## config.mk

```make
export PLATFORM = sky130hd
export DESIGN_NAME = cam_capture
export DESIGN_NICKNAME = d
export VERILOG_FILES = /design/src/rtl/cam_capture_pkg.sv /design/src/rtl/cam_color_classify.sv /design/src/rtl/cam_capture.sv
export SDC_FILE = /design/constraint.sdc
export NUM_CORES = 1
export LEC_CHECK = 0
export ABC_CLOCK_PERIOD_IN_PS = 4000
export CAP_MARGIN = 20
export CORE_MARGIN = 2
export CORE_UTILIZATION = 57
export CTS_BUF_LIST = sky130_fd_sc_hd__clkbuf_4 sky130_fd_sc_hd__clkbuf_8 sky130_fd_sc_hd__clkbuf_16
export CTS_CLUSTER_DIAMETER = 40
export CTS_CLUSTER_SIZE = 40
export DETAILED_ROUTE_END_ITERATION = 10
export PLACE_DENSITY = 0.8
export SLEW_MARGIN = 40
export SYNTH_ARGS = -nofsm -noshare
export SYNTH_HDL_FRONTEND = slang
export SYNTH_HIERARCHICAL = 1
export SYNTH_SLANG_ARGS = --single-unit
export TNS_END_PERCENT = 1
```

## constraint.sdc

```tcl
create_clock -name CLOCK -period 4 [get_ports CLOCK]
set_input_delay 0.8 -clock CLOCK [delete_from_list [all_inputs] [get_ports CLOCK]]
set_output_delay 0.8 -clock CLOCK [all_outputs]
set_load 0.005 [all_outputs]
```

## src/rtl/cam_capture_pkg.sv

```systemverilog
// cam_capture_pkg: shared image defaults, RGB332 field positions, colour thresholds and capture FSM states
package cam_capture_pkg;
  localparam int IMG_W_DEF = 176;
  localparam int IMG_H_DEF = 144;
  localparam int R_MSB = 7;
  localparam int R_LSB = 5;
  localparam int G_MSB = 4;
  localparam int G_LSB = 2;
  localparam int B_MSB = 1;
  localparam int B_LSB = 0;
  localparam logic [2:0] RED_R_MIN  = 3'd5;
  localparam logic [1:0] RED_B_MAX  = 2'd1;
  localparam logic [1:0] BLUE_B_MIN = 2'd2;
  localparam logic [2:0] BLUE_R_MAX = 3'd2;
  typedef enum logic [1:0] {WAIT_VS = 2'd0, BLANK = 2'd1, ACTIVE = 2'd2} state_e;
endpackage

```

## src/rtl/cam_color_classify.sv

```systemverilog
// cam_color_classify: combinational RGB332 -> {is_red, is_blue} treasure-colour classifier
//   pix_i     : RGB332 pixel {R[2:0],G[2:0],B[1:0]}
//   is_red_o  : R >= RED_R_MIN and B <= RED_B_MAX
//   is_blue_o : B >= BLUE_B_MIN and R <= BLUE_R_MAX
module cam_color_classify
  import cam_capture_pkg::*;
(
  input  logic [7:0] pix_i,
  output logic       is_red_o,
  output logic       is_blue_o
);
  logic [2:0] r;
  logic [1:0] b;
  logic       unused_g;
  assign r         = pix_i[R_MSB:R_LSB];
  assign b         = pix_i[B_MSB:B_LSB];
  assign unused_g  = ^pix_i[G_MSB:G_LSB];
  assign is_red_o  = (r >= RED_R_MIN) && (b <= RED_B_MAX);
  assign is_blue_o = (b >= BLUE_B_MIN) && (r <= BLUE_R_MAX);
endmodule

```

## src/rtl/cam_capture.sv

```systemverilog
// cam_capture: OV7670 RGB565 stream -> RGB332 frame-buffer writes plus per-frame red/blue pixel counts
//   CLOCK/RESET          : pixel clock, synchronous active-high reset
//   CAM_VSYNC/HREF/DATA  : camera framing and byte stream
//   W_EN/W_ADDR/W_DATA   : registered frame-buffer write port (addr = y*IMG_W + x)
//   FRAME_DONE           : one-cycle pulse at end of a captured frame
//   RED_COUNT/BLUE_COUNT : colour counts of the last complete frame
module cam_capture
  import cam_capture_pkg::*;
#(
  parameter int IMG_W  = IMG_W_DEF,
  parameter int IMG_H  = IMG_H_DEF,
  parameter int ADDR_W = 15,
  parameter int CNT_W  = 16
) (
  input  logic              CLOCK,
  input  logic              RESET,
  input  logic              CAM_VSYNC,
  input  logic              CAM_HREF,
  input  logic [7:0]        CAM_DATA,
  output logic              W_EN,
  output logic [ADDR_W-1:0] W_ADDR,
  output logic [7:0]        W_DATA,
  output logic              FRAME_DONE,
  output logic [CNT_W-1:0]  RED_COUNT,
  output logic [CNT_W-1:0]  BLUE_COUNT
);
  localparam int XW = $clog2(IMG_W + 1);
  localparam int YW = $clog2(IMG_H + 1);
  localparam logic [XW-1:0]     X_END    = XW'(IMG_W);
  localparam logic [YW-1:0]     Y_END    = YW'(IMG_H);
  localparam logic [ADDR_W-1:0] ROW_STEP = ADDR_W'(IMG_W);

  state_e            state_q, state_d;
  logic              vs_q, href_q, ph_q, ph_d;
  logic [XW-1:0]     x_q, x_d;
  logic [YW-1:0]     y_q, y_d;
  logic [ADDR_W-1:0] base_q, base_d, addr_q, addr_d;
  logic [7:0]        hi_q, hi_d, data_q, data_d, pix;
  logic              wen_q, wen_d, done_q, done_d;
  logic              wr, is_red, is_blue, vs_rise;
  logic [CNT_W-1:0]  red_q, red_d, blue_q, blue_d, red_nx, blue_nx;
  logic [CNT_W-1:0]  red_cnt_q, red_cnt_d, blue_cnt_q, blue_cnt_d;

  cam_color_classify u_classify (
    .pix_i    (pix),
    .is_red_o (is_red),
    .is_blue_o(is_blue)
  );

  assign pix     = {hi_q[7:5], hi_q[2:0], CAM_DATA[4:3]};
  assign vs_rise = CAM_VSYNC && !vs_q;
  // Second byte of an in-window pixel; out-of-window pixels are neither written nor counted.
  assign wr      = (state_q == ACTIVE) && CAM_HREF && ph_q && (x_q < X_END) && (y_q < Y_END);
  assign red_nx  = red_q + CNT_W'(wr && is_red && (red_q != '1));
  assign blue_nx = blue_q + CNT_W'(wr && is_blue && (blue_q != '1));

  always_comb begin
    state_d    = state_q;
    x_d        = x_q;
    y_d        = y_q;
    ph_d       = ph_q;
    hi_d       = hi_q;
    base_d     = base_q;
    red_d      = red_q;
    blue_d     = blue_q;
    wen_d      = 1'b0;
    addr_d     = addr_q;
    data_d     = data_q;
    done_d     = 1'b0;
    red_cnt_d  = red_cnt_q;
    blue_cnt_d = blue_cnt_q;
    case (state_q)
      WAIT_VS: state_d = CAM_VSYNC ? BLANK : WAIT_VS;
      BLANK: begin
        if (vs_q && !CAM_VSYNC) begin
          state_d = ACTIVE;
          x_d     = '0;
          y_d     = '0;
          ph_d    = 1'b0;
          base_d  = '0;
          red_d   = '0;
          blue_d  = '0;
        end
      end
      ACTIVE: begin
        if (CAM_HREF) begin
          ph_d = !ph_q;
          hi_d = ph_q ? hi_q : CAM_DATA;
          x_d  = (ph_q && (x_q != X_END)) ? x_q + 1'b1 : x_q;
          if (wr) begin
            wen_d  = 1'b1;
            addr_d = base_q + ADDR_W'(x_q);
            data_d = pix;
            red_d  = red_nx;
            blue_d = blue_nx;
          end
        end else if (href_q) begin
          x_d    = '0;
          ph_d   = 1'b0;
          y_d    = (y_q != Y_END) ? y_q + 1'b1 : y_q;
          base_d = (y_q != Y_END) ? base_q + ROW_STEP : base_q;
        end
        // A pixel completing on the same edge is already folded into red_nx/blue_nx.
        if (vs_rise) begin
          state_d    = BLANK;
          done_d     = 1'b1;
          red_cnt_d  = red_nx;
          blue_cnt_d = blue_nx;
        end
      end
      default: state_d = WAIT_VS;
    endcase
  end

  always_ff @(posedge CLOCK) begin
    if (RESET) begin
      state_q    <= WAIT_VS;
      vs_q       <= 1'b0;
      href_q     <= 1'b0;
      x_q        <= '0;
      y_q        <= '0;
      ph_q       <= 1'b0;
      hi_q       <= '0;
      base_q     <= '0;
      red_q      <= '0;
      blue_q     <= '0;
      wen_q      <= 1'b0;
      addr_q     <= '0;
      data_q     <= '0;
      done_q     <= 1'b0;
      red_cnt_q  <= '0;
      blue_cnt_q <= '0;
    end else begin
      state_q    <= state_d;
      vs_q       <= CAM_VSYNC;
      href_q     <= CAM_HREF;
      x_q        <= x_d;
      y_q        <= y_d;
      ph_q       <= ph_d;
      hi_q       <= hi_d;
      base_q     <= base_d;
      red_q      <= red_d;
      blue_q     <= blue_d;
      wen_q      <= wen_d;
      addr_q     <= addr_d;
      data_q     <= data_d;
      done_q     <= done_d;
      red_cnt_q  <= red_cnt_d;
      blue_cnt_q <= blue_cnt_d;
    end
  end

  assign W_EN       = wen_q;
  assign W_ADDR     = addr_q;
  assign W_DATA     = data_q;
  assign FRAME_DONE = done_q;
  assign RED_COUNT  = red_cnt_q;
  assign BLUE_COUNT = blue_cnt_q;
endmodule

```

* After elaboration in Yosys (flattened, before gate mapping)
Cells that the tools add are included.
** Operators by class
- $add $sub $neg :: 6
- Order comparisons :: 6
- Equality and inequality tests :: 15
- Muxes and demuxes :: 31
- Bitwise logic cells :: 3
- Reduce and logical (&&, ||, !) cells :: 28
** Operators by type and width (count)
- $mux W16 :: 5
- $pmux W16 S2 :: 2
- $mux W15 :: 4
- $mux W8 :: 7
- $add A16 B1 Y16 :: 2
- $ne A16 B16 Y1 const B :: 2
- $pmux W8 S2 :: 2
- $pmux W15 S2 :: 1
- $add A8 B1 Y8 const B :: 2
- $lt A8 B8 Y1 const B :: 2
- $ne A8 B8 Y1 const B :: 2
- $add A15 B8 Y15 :: 1
- $add A15 B8 Y15 const B :: 1
- $logic_and A1 B1 Y1 :: 13
- $ne A2 B2 Y1 const B :: 6
- $reduce_and A3 Y1 :: 3
- $reduce_and A4 Y1 :: 2
- $mux W1 :: 6
- $pmux W2 S3 :: 1
- $reduce_and A5 Y1 :: 1
- $mux W2 :: 2
- $reduce_and A2 Y1 :: 2
- $ge A3 B3 Y1 const B :: 1
- $le A3 B2 Y1 const B :: 1
- other kinds (14) :: 18
** Word-level totals
- Bits in registers :: 133
- Input port bits :: 12
- Output and inout bits :: 57
- Word-level logic and storage cells :: 105

* Longest topological paths before layout
Gate-level depths: netlist (run 1).
- Depth after elaboration :: 11
- Depth in mapped cells :: 14
- Gate-level depth less buffers :: 11

* By module
The synthesis (run 1) kept the hierarchy.
** Modules (own cells, without submodules)
- cam_capture :: instances 1, cells an instance 732, area an instance 6243.5 µm², seq. area each 2542.4 µm²
- cam_color_classify :: instances 1, cells an instance 3, area an instance 26.3 µm², seq. area each 0.0 µm²

* Worst setup path after synthesis (run 1)
OpenSTA, ideal clock, no wires.
- Path type :: input port to flip-flop
- Start point :: input port CAM_HREF
- End point :: register blue_q[5]
- Setup time :: 0.122 ns
- Arrival time :: 2.879 ns
- Required time :: 3.878 ns
- Path slack :: 0.999 ns
- Stages on the path :: 11
- Path buffers :: 3
- Cells stage by stage :: and2_1 -> buf_2 -> and4_1 -> buf_2 -> buf_2 -> and3_1 -> ha_1 -> nand4_1 -> or2_2 -> and4_1 -> a221o_1
** On the way
- Longest elaborated chain between the ends :: 10
- Elaborated cells on any way between the ends :: 13
- Those cells by class :: 1 x add/sub; 2 x eq/ne; 3 x mux; 7 x reduce/logical
** Ends and longest elaborated chain
- start: declaration :: line cam_capture.sv:18 : input logic CAM_HREF,
- $logic_and A1 B1 Y1 (4 in a row) :: line cam_capture.sv:53 : assign wr = (state_q == ACTIVE) && CAM_HREF && ph_q && (x_q < X_END) && (y_q < Y_END);
- $logic_and A1 B1 Y1 (2 in a row) :: line cam_capture.sv:55 : assign blue_nx = blue_q + CNT_W'(wr && is_blue && (blue_q != '1));
- $add A16 B1 Y16 :: line cam_capture.sv:55
- $mux W16 :: line cam_capture.sv:90 : if (wr) begin
- $mux W16 :: line cam_capture.sv:86 : if (CAM_HREF) begin
- $pmux W16 S2 :: line cam_capture.sv:72 : case (state_q)
- end signal: assignment :: line cam_capture.sv:143 : blue_q <= blue_d;
- end: declaration :: line cam_capture.sv:41 : logic [CNT_W-1:0] red_q, red_d, blue_q, blue_d, red_nx, blue_nx;
Parallel ways exist; a longest one is shown, timed or not. The select of a mux whose other input is x is not followed.
A chain may end at the register's enable or synchronous reset.

* Worst setup path after layout (run 1)
- Start point :: input port CAM_HREF
- End point :: register red_q[13]
** On the way
- Longest elaborated chain between the ends :: 10
- Elaborated cells on any way between the ends :: 13
- Those cells by class :: 1 x add/sub; 2 x eq/ne; 3 x mux; 7 x reduce/logical
** Ends and longest elaborated chain
- $logic_and A1 B1 Y1 (4 in a row) :: line cam_capture.sv:53
- $logic_and A1 B1 Y1 (2 in a row) :: line cam_capture.sv:54 : assign red_nx = red_q + CNT_W'(wr && is_red && (red_q != '1));
- $add A16 B1 Y16 :: line cam_capture.sv:54
- $mux W16 :: line cam_capture.sv:90
- $mux W16 :: line cam_capture.sv:86
- $pmux W16 S2 :: line cam_capture.sv:72
- end signal: assignment :: line cam_capture.sv:142 : red_q <= red_d;
- end: declaration :: line cam_capture.sv:41
Parallel ways exist; a longest one is shown, timed or not. The select of a mux whose other input is x is not followed.

==> impl_metrics.tcl, run 1 <==
set metrics [dict create \
    status "finished clean" \
    clkLatencyLatePin_ns 0.54 \
    use_met1_pct 34.7 \
    yosysTopAreaCell "dfxtp_1" \
    rsz0062_at_grt "false" \
    postCtsSetupRepairBufs 0 \
    setup_viol 0 \
    syn_nets 766 \
    synth-edff-count 0 \
    cts-buffers-inserted 17 \
    p_int_mw 2.63 \
    max_freq_ghz 0.315 \
    grt_usage_pct 29.1 \
    switchingPower_mw 0.954 \
    hold_slack_ns 0.453 \
    netlist_area_um2 6270 \
    p_per_area_nw_per_um2 470 \
    grt_max_degree 76 \
    p_leak_nw 2.48 \
    ant_nets 0 \
    grt_pass1_wl_um 27300 \
    antennaDiodeCount 0 \
    cp_data_required_time_ns 4.49 \
    cts_buffer_depth 2 \
    drt_iter0_markers 389 \
    pwr-share-clk_pct 47.4 \
    avgSynthCellArea_um2 8.53 \
    synthArstFlopShare_pct 0 \
    grt_pass1_vias 5715 \
    min_period_over_period_pct 79.3 \
    instances_no_fill 937 \
    use_met3_pct 6.75 \
    rows 38 \
    cts_tree "done" \
    critPathCaptureType "flop" \
    grt_overflow 0 \
    postPlaceCellArea_um2 6970 \
    antenna_found_initial 0 \
    fin_tns_setup_ns 0 \
    nets 815 \
    fp.coreArea_um2 10800 \
    initial_core_util_pct 58.1 \
    p_seq_share_pct 37.6 \
    period_minus_slack_ns 3.17 \
    io_buffers 68 \
    grt-busiest-layer "met2" \
    htreeDepth 4 \
    synth-seq-area-share_pct 40.6 \
    drv_cap 0 \
    dieWidth_um 109 \
    drive_gt1_share_pct 7.40 \
    drc_errors 0 \
    areaGrowthSynthToFinish_pct 21.5 \
    cts_hold_buf 0 \
    cts-root-buf "clkbuf_8" \
    cp_cell_sequence "clkdlybuf4s50_1, and2_1, and4_1, buf_4, o211a_1, ha_1, nand3_1, nor4_1, nor4b_1, a211o_1" \
    detailed_place_hpwl_um 10800 \
    critPathLaunchType "input port" \
    critPathMaxStageDelay_ns 0.61 \
    tightest_slew_ns 0.804 \
    slew_violations 0 \
    synth_common_cells "127 x dfxtp_1, 80 x nand2_1, 54 x a21oi_1" \
    ys.flop_type "dfxtp_1" \
    max-vdd-ir-drop_uv 342 \
    place.gp.congestion 0.836 \
    drt_pass1_iterations 5 \
    die-height_um 109 \
    dp_cells 905 \
    fin_skew_ns 0.00665 \
    final_area_um2 7620 \
    num_io_pins 69 \
    synth_cell_type_count 65 \
    synth_top_area_share_pct 40.6 \
    ys_seq_elements 127 \
    cp_max_fo 8 \
    routed_wl_um 16400 \
    p_comb_share_pct 15.0 \
    hp-class "flop to flop" \
    wl_per_cell_um 17.5 \
    via_count 5983 \
    synth_cells 735 \
    via_per_inst 6.39 \
    die-area_um2 11900 \
    finalHoldViolCount 0 \
    maxSlewHeadroom_pct 46.4 \
    clkTransAtPathRegs_ns 0.06 \
    met2_usage_pct 49.7 \
    synthTopCellsByArea "dfxtp_1 41%, nand2_1 4.8%, a21oi_1 4.3%" \
    slowest_stage "clkdlybuf4s50_1" \
    synth_most_common_cell "dfxtp_1" \
    arrival_ns 3.66 \
    clock_sinks 127 \
    p_sw_share_pct 26.6 \
    path_class "input port to flop" \
    ys_warn_count 6 \
    ctsResizeCount 0 \
]
## cell usage in the layout (no fill, tap or decap), types with 7 or more instances in the layout
master and n:
o2bb2ai_1 8, nor4_1 16, ha_1 19, a221o_1 10, nand3_1 31, nor3_1 11, a31oi_1 14, o21ai_0 45
nor2b_1 8, a41oi_1 7, a211oi_1 14, buf_4 11, a21oi_1 54, xnor2_1 18, or3_1 10, dfxtp_1 127
o211ai_1 7, clkdlybuf4s50_1 67, nand2_1 80, nor2_1 38, or4_1 10, inv_1 32, nand2b_1 8, nand4_1 18
a311oi_1 21, clkbuf_16 16
## metrics by stage
| step | utilization [%] | power [mW] | setup slack, ns |
|---|---|---|---|
| floorplan | - | 1.73 | 0.999 |
| global placement | 64.5 | 1.88 | 0.427 |
| detailed placement | 64.6 | 1.90 | 0.320 |
| CTS | 70.6 | 3.58 | 0.848 |
| global route | 70.6 | 3.69 | 0.601 |
| finish | 70.6 | 3.58 | 0.828 |
## layout make-up
| class | count | area [um2] |
|---|---|---|
| inverter | 33 | 124 |
| timing repair buffer | 79 | 758 |
| multi-input combinational | 526 | 3370 |
| sequential | 127 | 2540 |
| clock buffer | 21 | 463 |
| clock inverter | 11 | 185 |
| fill | 788 | 3170 |
| tap | 140 | 175 |
## state kept, by name, indices dropped and copies added (netlist names)
| name | cells |
|---|---|
| x_q | 8 |
| BLUE_COUNT | 16 |
| hi_q | 6 |
| red_q | 16 |
| W_EN | 1 |
| ph_q | 1 |
| state_q | 2 |
| href_q | 1 |
| FRAME_DONE | 1 |
| base_q | 11 |
| W_DATA | 8 |
| W_ADDR | 15 |
| RED_COUNT | 16 |
| blue_q | 16 |
| vs_q | 1 |
| y_q | 8 |
## cells by family (layout without fill, tap and decap cells)
group                      after synthesis  in the layout  synth area share (%)
and+or+nand+nor                        258            258                  21.1
AOI/OAI and AO/OA                      225            225                  25.4
DFF                                    127            127                  40.6
buffers and inverters                   82            144                  5.77
xor gates and xnor gates                23             23                  3.21
adders and majority gates               19             19                  3.79
muxes                                    1              1                 0.180
## metal layers
metal / up-vias / share of wire (%)
li1: 2846 / -
met1: 2851 / 41
met2: 248 / 50
met3: 38 / 6.8
met4: 0 / 2.9
met5: - / 0
## critical path, delay by kind of cell
family / cells / cell delay (ns)
adders and majority gates: 1 / 0.27
buffers and inverters: 2 / 0.79
AOI/OAI and AO/OA: 2 / 0.30
and+or+nand+nor: 5 / 1.49
## final timing paths
check | startpoint | endpoint | slack [ns] | cells after the start
min reg2reg | W_DATA[7] | W_DATA[7] | 0.45 | 2
max reg2reg | red_q[2] | red_q[12] | 0.90 | 9
max | CAM_HREF | red_q[13] | 0.83 | 10
min | W_DATA[7] | W_DATA[7] | 0.45 | 2
## power by group through the flow
| stage | combinational [mW] | sequential (mW) | clock, mW |
|---|---|---|---|
| floorplan | 0.357 | 1.37 | 0 |
| global placement | 0.511 | 1.37 | 0 |
| detailed placement | 0.524 | 1.37 | 0 |
| CTS | 0.530 | 1.35 | 1.70 |
| global route | 0.583 | 1.35 | 1.76 |
| finish | 0.536 | 1.35 | 1.70 |
Note: power is estimated with default switching activity, not from simulation.
==> inputs of run 2 (changes only) <==
--- a/config.mk
+++ b/config.mk
@@ -5,7 +5,7 @@
 export SDC_FILE = /design/constraint.sdc
 export NUM_CORES = 1
 export LEC_CHECK = 0
-export ABC_CLOCK_PERIOD_IN_PS = 4000
+export ABC_CLOCK_PERIOD_IN_PS = 3300
 export CAP_MARGIN = 20
 export CORE_MARGIN = 2
 export CORE_UTILIZATION = 57
==> constraint.sdc (replaced) <==
create_clock -name CLOCK -period 3.3 [get_ports CLOCK]
set_input_delay 0.66 -clock CLOCK [delete_from_list [all_inputs] [get_ports CLOCK]]
set_output_delay 0.66 -clock CLOCK [all_outputs]
set_load 0.005 [all_outputs]
==> impl_metrics.tcl, run 2 (same netlist as run 1, synthesis figures left out) <==
set metrics [dict create \
    status "finished clean" \
    p_comb_share_pct 15.1 \
    use_met3_pct 6.16 \
    r2r-start "ph_q" \
    slew_violations 0 \
    cp_max_fo 6 \
    drt_iter0_markers 426 \
    hp-class "flop to flop" \
    drv_cap 0 \
    postCtsSetupRepairBufs 0 \
    cts-buffers-inserted 17 \
    cts_hold_buf 0 \
    critPathMaxStageDelay_ns 0.54 \
    die-area_um2 11900 \
    slowest_stage "nor4_1" \
    use_met1_pct 34.2 \
    met2_usage_pct 51.4 \
    areaGrowthSynthToFinish_pct 23.5 \
    dieWidth_um 109 \
    r2r_slack_ns 0.36 \
    fin_tns_setup_ns 0 \
    rr_worst_depth 9 \
    fin_skew_ns 0.00885 \
    cts-root-buf "clkbuf_8" \
    ctsResizeCount 0 \
    via_per_inst 6.38 \
    min_to "W_ADDR[2]" \
    final_util_pct 71.7 \
    antenna_found_initial 0 \
    drc_errors 0 \
    p_seq_share_pct 37.3 \
    grt_overflow 0 \
    clkTransAtPathRegs_ns 0.06 \
    antennaDiodeCount 0 \
    critPathCaptureType "flop" \
    clkLatencyLatePin_ns 0.54 \
    rr_endpoint "blue_q[14]" \
    p_leak_nw 2.56 \
    num_io_pins 69 \
    p_per_area_nw_per_um2 566 \
    cp_data_required_time_ns 3.69 \
    grt_usage_pct 29.3 \
    min_from "W_ADDR[2]" \
    seqCellArea_um2 2540 \
    multiInputGateArea_um2 3370 \
    min_period_over_period_pct 89.1 \
    fillers 795 \
    rsz0062_at_grt "false" \
    grt-busiest-layer "met2" \
    maxSlewHeadroom_pct 44.9 \
    grt_pass1_vias 5785 \
    nets 830 \
    fp.coreArea_um2 10800 \
    place.gp.congestion 0.906 \
    ant_nets 0 \
    instances_no_fill 951 \
    finalHoldViolCount 0 \
    arrival_ns 3.33 \
    p_sw_share_pct 26.3 \
    max-vdd-ir-drop_uv 414 \
    pwr-share-clk_pct 47.5 \
    cts_tree "done" \
    hold_slack_ns 0.455 \
    io_buffers 68 \
    setup_viol 0 \
    layout_common_cells "127 x dfxtp_1, 80 x nand2_1, 67 x clkdlybuf4s50_1, 54 x a21oi_1, 45 x o21ai_0" \
    rows 38 \
    cp_cell_sequence "a21boi_1, and4_1, and3_1, ha_1, ha_1, nand3_1, nor4_1, or4_1, o211ai_1" \
    dp_cells 920 \
    routed_wl_um 16700 \
    die-height_um 109 \
    htreeDepth 4 \
    p_int_mw 3.23 \
    path_class "flop to flop" \
    tightest_slew_ns 0.824 \
    cts_buffer_depth 2 \
    dpl_worst_slack_ns 0.0823 \
    clock_sinks 127 \
    critPathLaunchType "flop" \
    initial_core_util_pct 58.1 \
    period_minus_slack_ns 2.94 \
    via_count 6071 \
    drt_pass1_iterations 5 \
    grt_pass1_wl_um 27400 \
    cp_common_cell "ha_1" \
    max_freq_ghz 0.340 \
    drive_gt1_share_pct 9.00 \
    hold_path_depth 2 \
    switchingPower_mw 1.15 \
    wl_per_cell_um 17.5 \
    final.setup.worst_slack_ns 0.361 \
    final_common_cell "dfxtp_1" \
    detailed_place_hpwl_um 11100 \
    grt_max_degree 60 \
]
run 2: power groups by stage:
stage | combinational, mW | clock [mW] | sequential [mW]
final | 0.663 | 2.08 | 1.64
after global routing | 0.722 | 2.16 | 1.64
after CTS | 0.653 | 2.09 | 1.63
after detailed placement | 0.644 | 0 | 1.67
after global placement | 0.624 | 0 | 1.66
after floorplan | 0.433 | 0 | 1.66
run 2: area by class of cell:
type	instances	area share [%]
Clock buffer	22	6.24
Tap cell	140	2.26
Clock inverter	9	2.31
Multi-Input combinational cell	526	43.5
Sequential cell	127	32.8
Timing Repair Buffer	94	11.2
Inverter	33	1.60
run 2: stage by stage:
step | area (um2) | total power, mW
6_report | 7740 | 4.38
5_1_grt | 7740 | 4.52
4_1_cts | 7740 | 4.38
3_5_place_dp | 7080 | 2.31
3_3_place_gp | 7080 | 2.28
2_1_floorplan | 6270 | 2.09
run 2: per-layer routing:
metal  wire [um]  up-vias
met5           0        -
met4         462        0
met3        1060       48
met2        8390      251
met1        6730     2895
li1            -     2877
run 2: how the worst max path moves through the flow:
stage	from	endpoint	cells after the start
final	ph_q	blue_q[14]	9
after global routing	ph_q	red_q[13]	8
after CTS	ph_q	blue_q[14]	9
after detailed placement	CAM_HREF	blue_q[14]	10
after global placement	CAM_HREF	BLUE_COUNT[12]	10
after floorplan	CAM_HREF	blue_q[5]	11
run 2: critical path, delay by kind of cell (launching register included):
kind | cells | cell delay [ns]
AOI/OAI and AO/OA | 2 | 0.48
and+or+nand+nor | 5 | 1.42
DFF | 1 | 0.39
adders and majority gates | 2 | 0.50
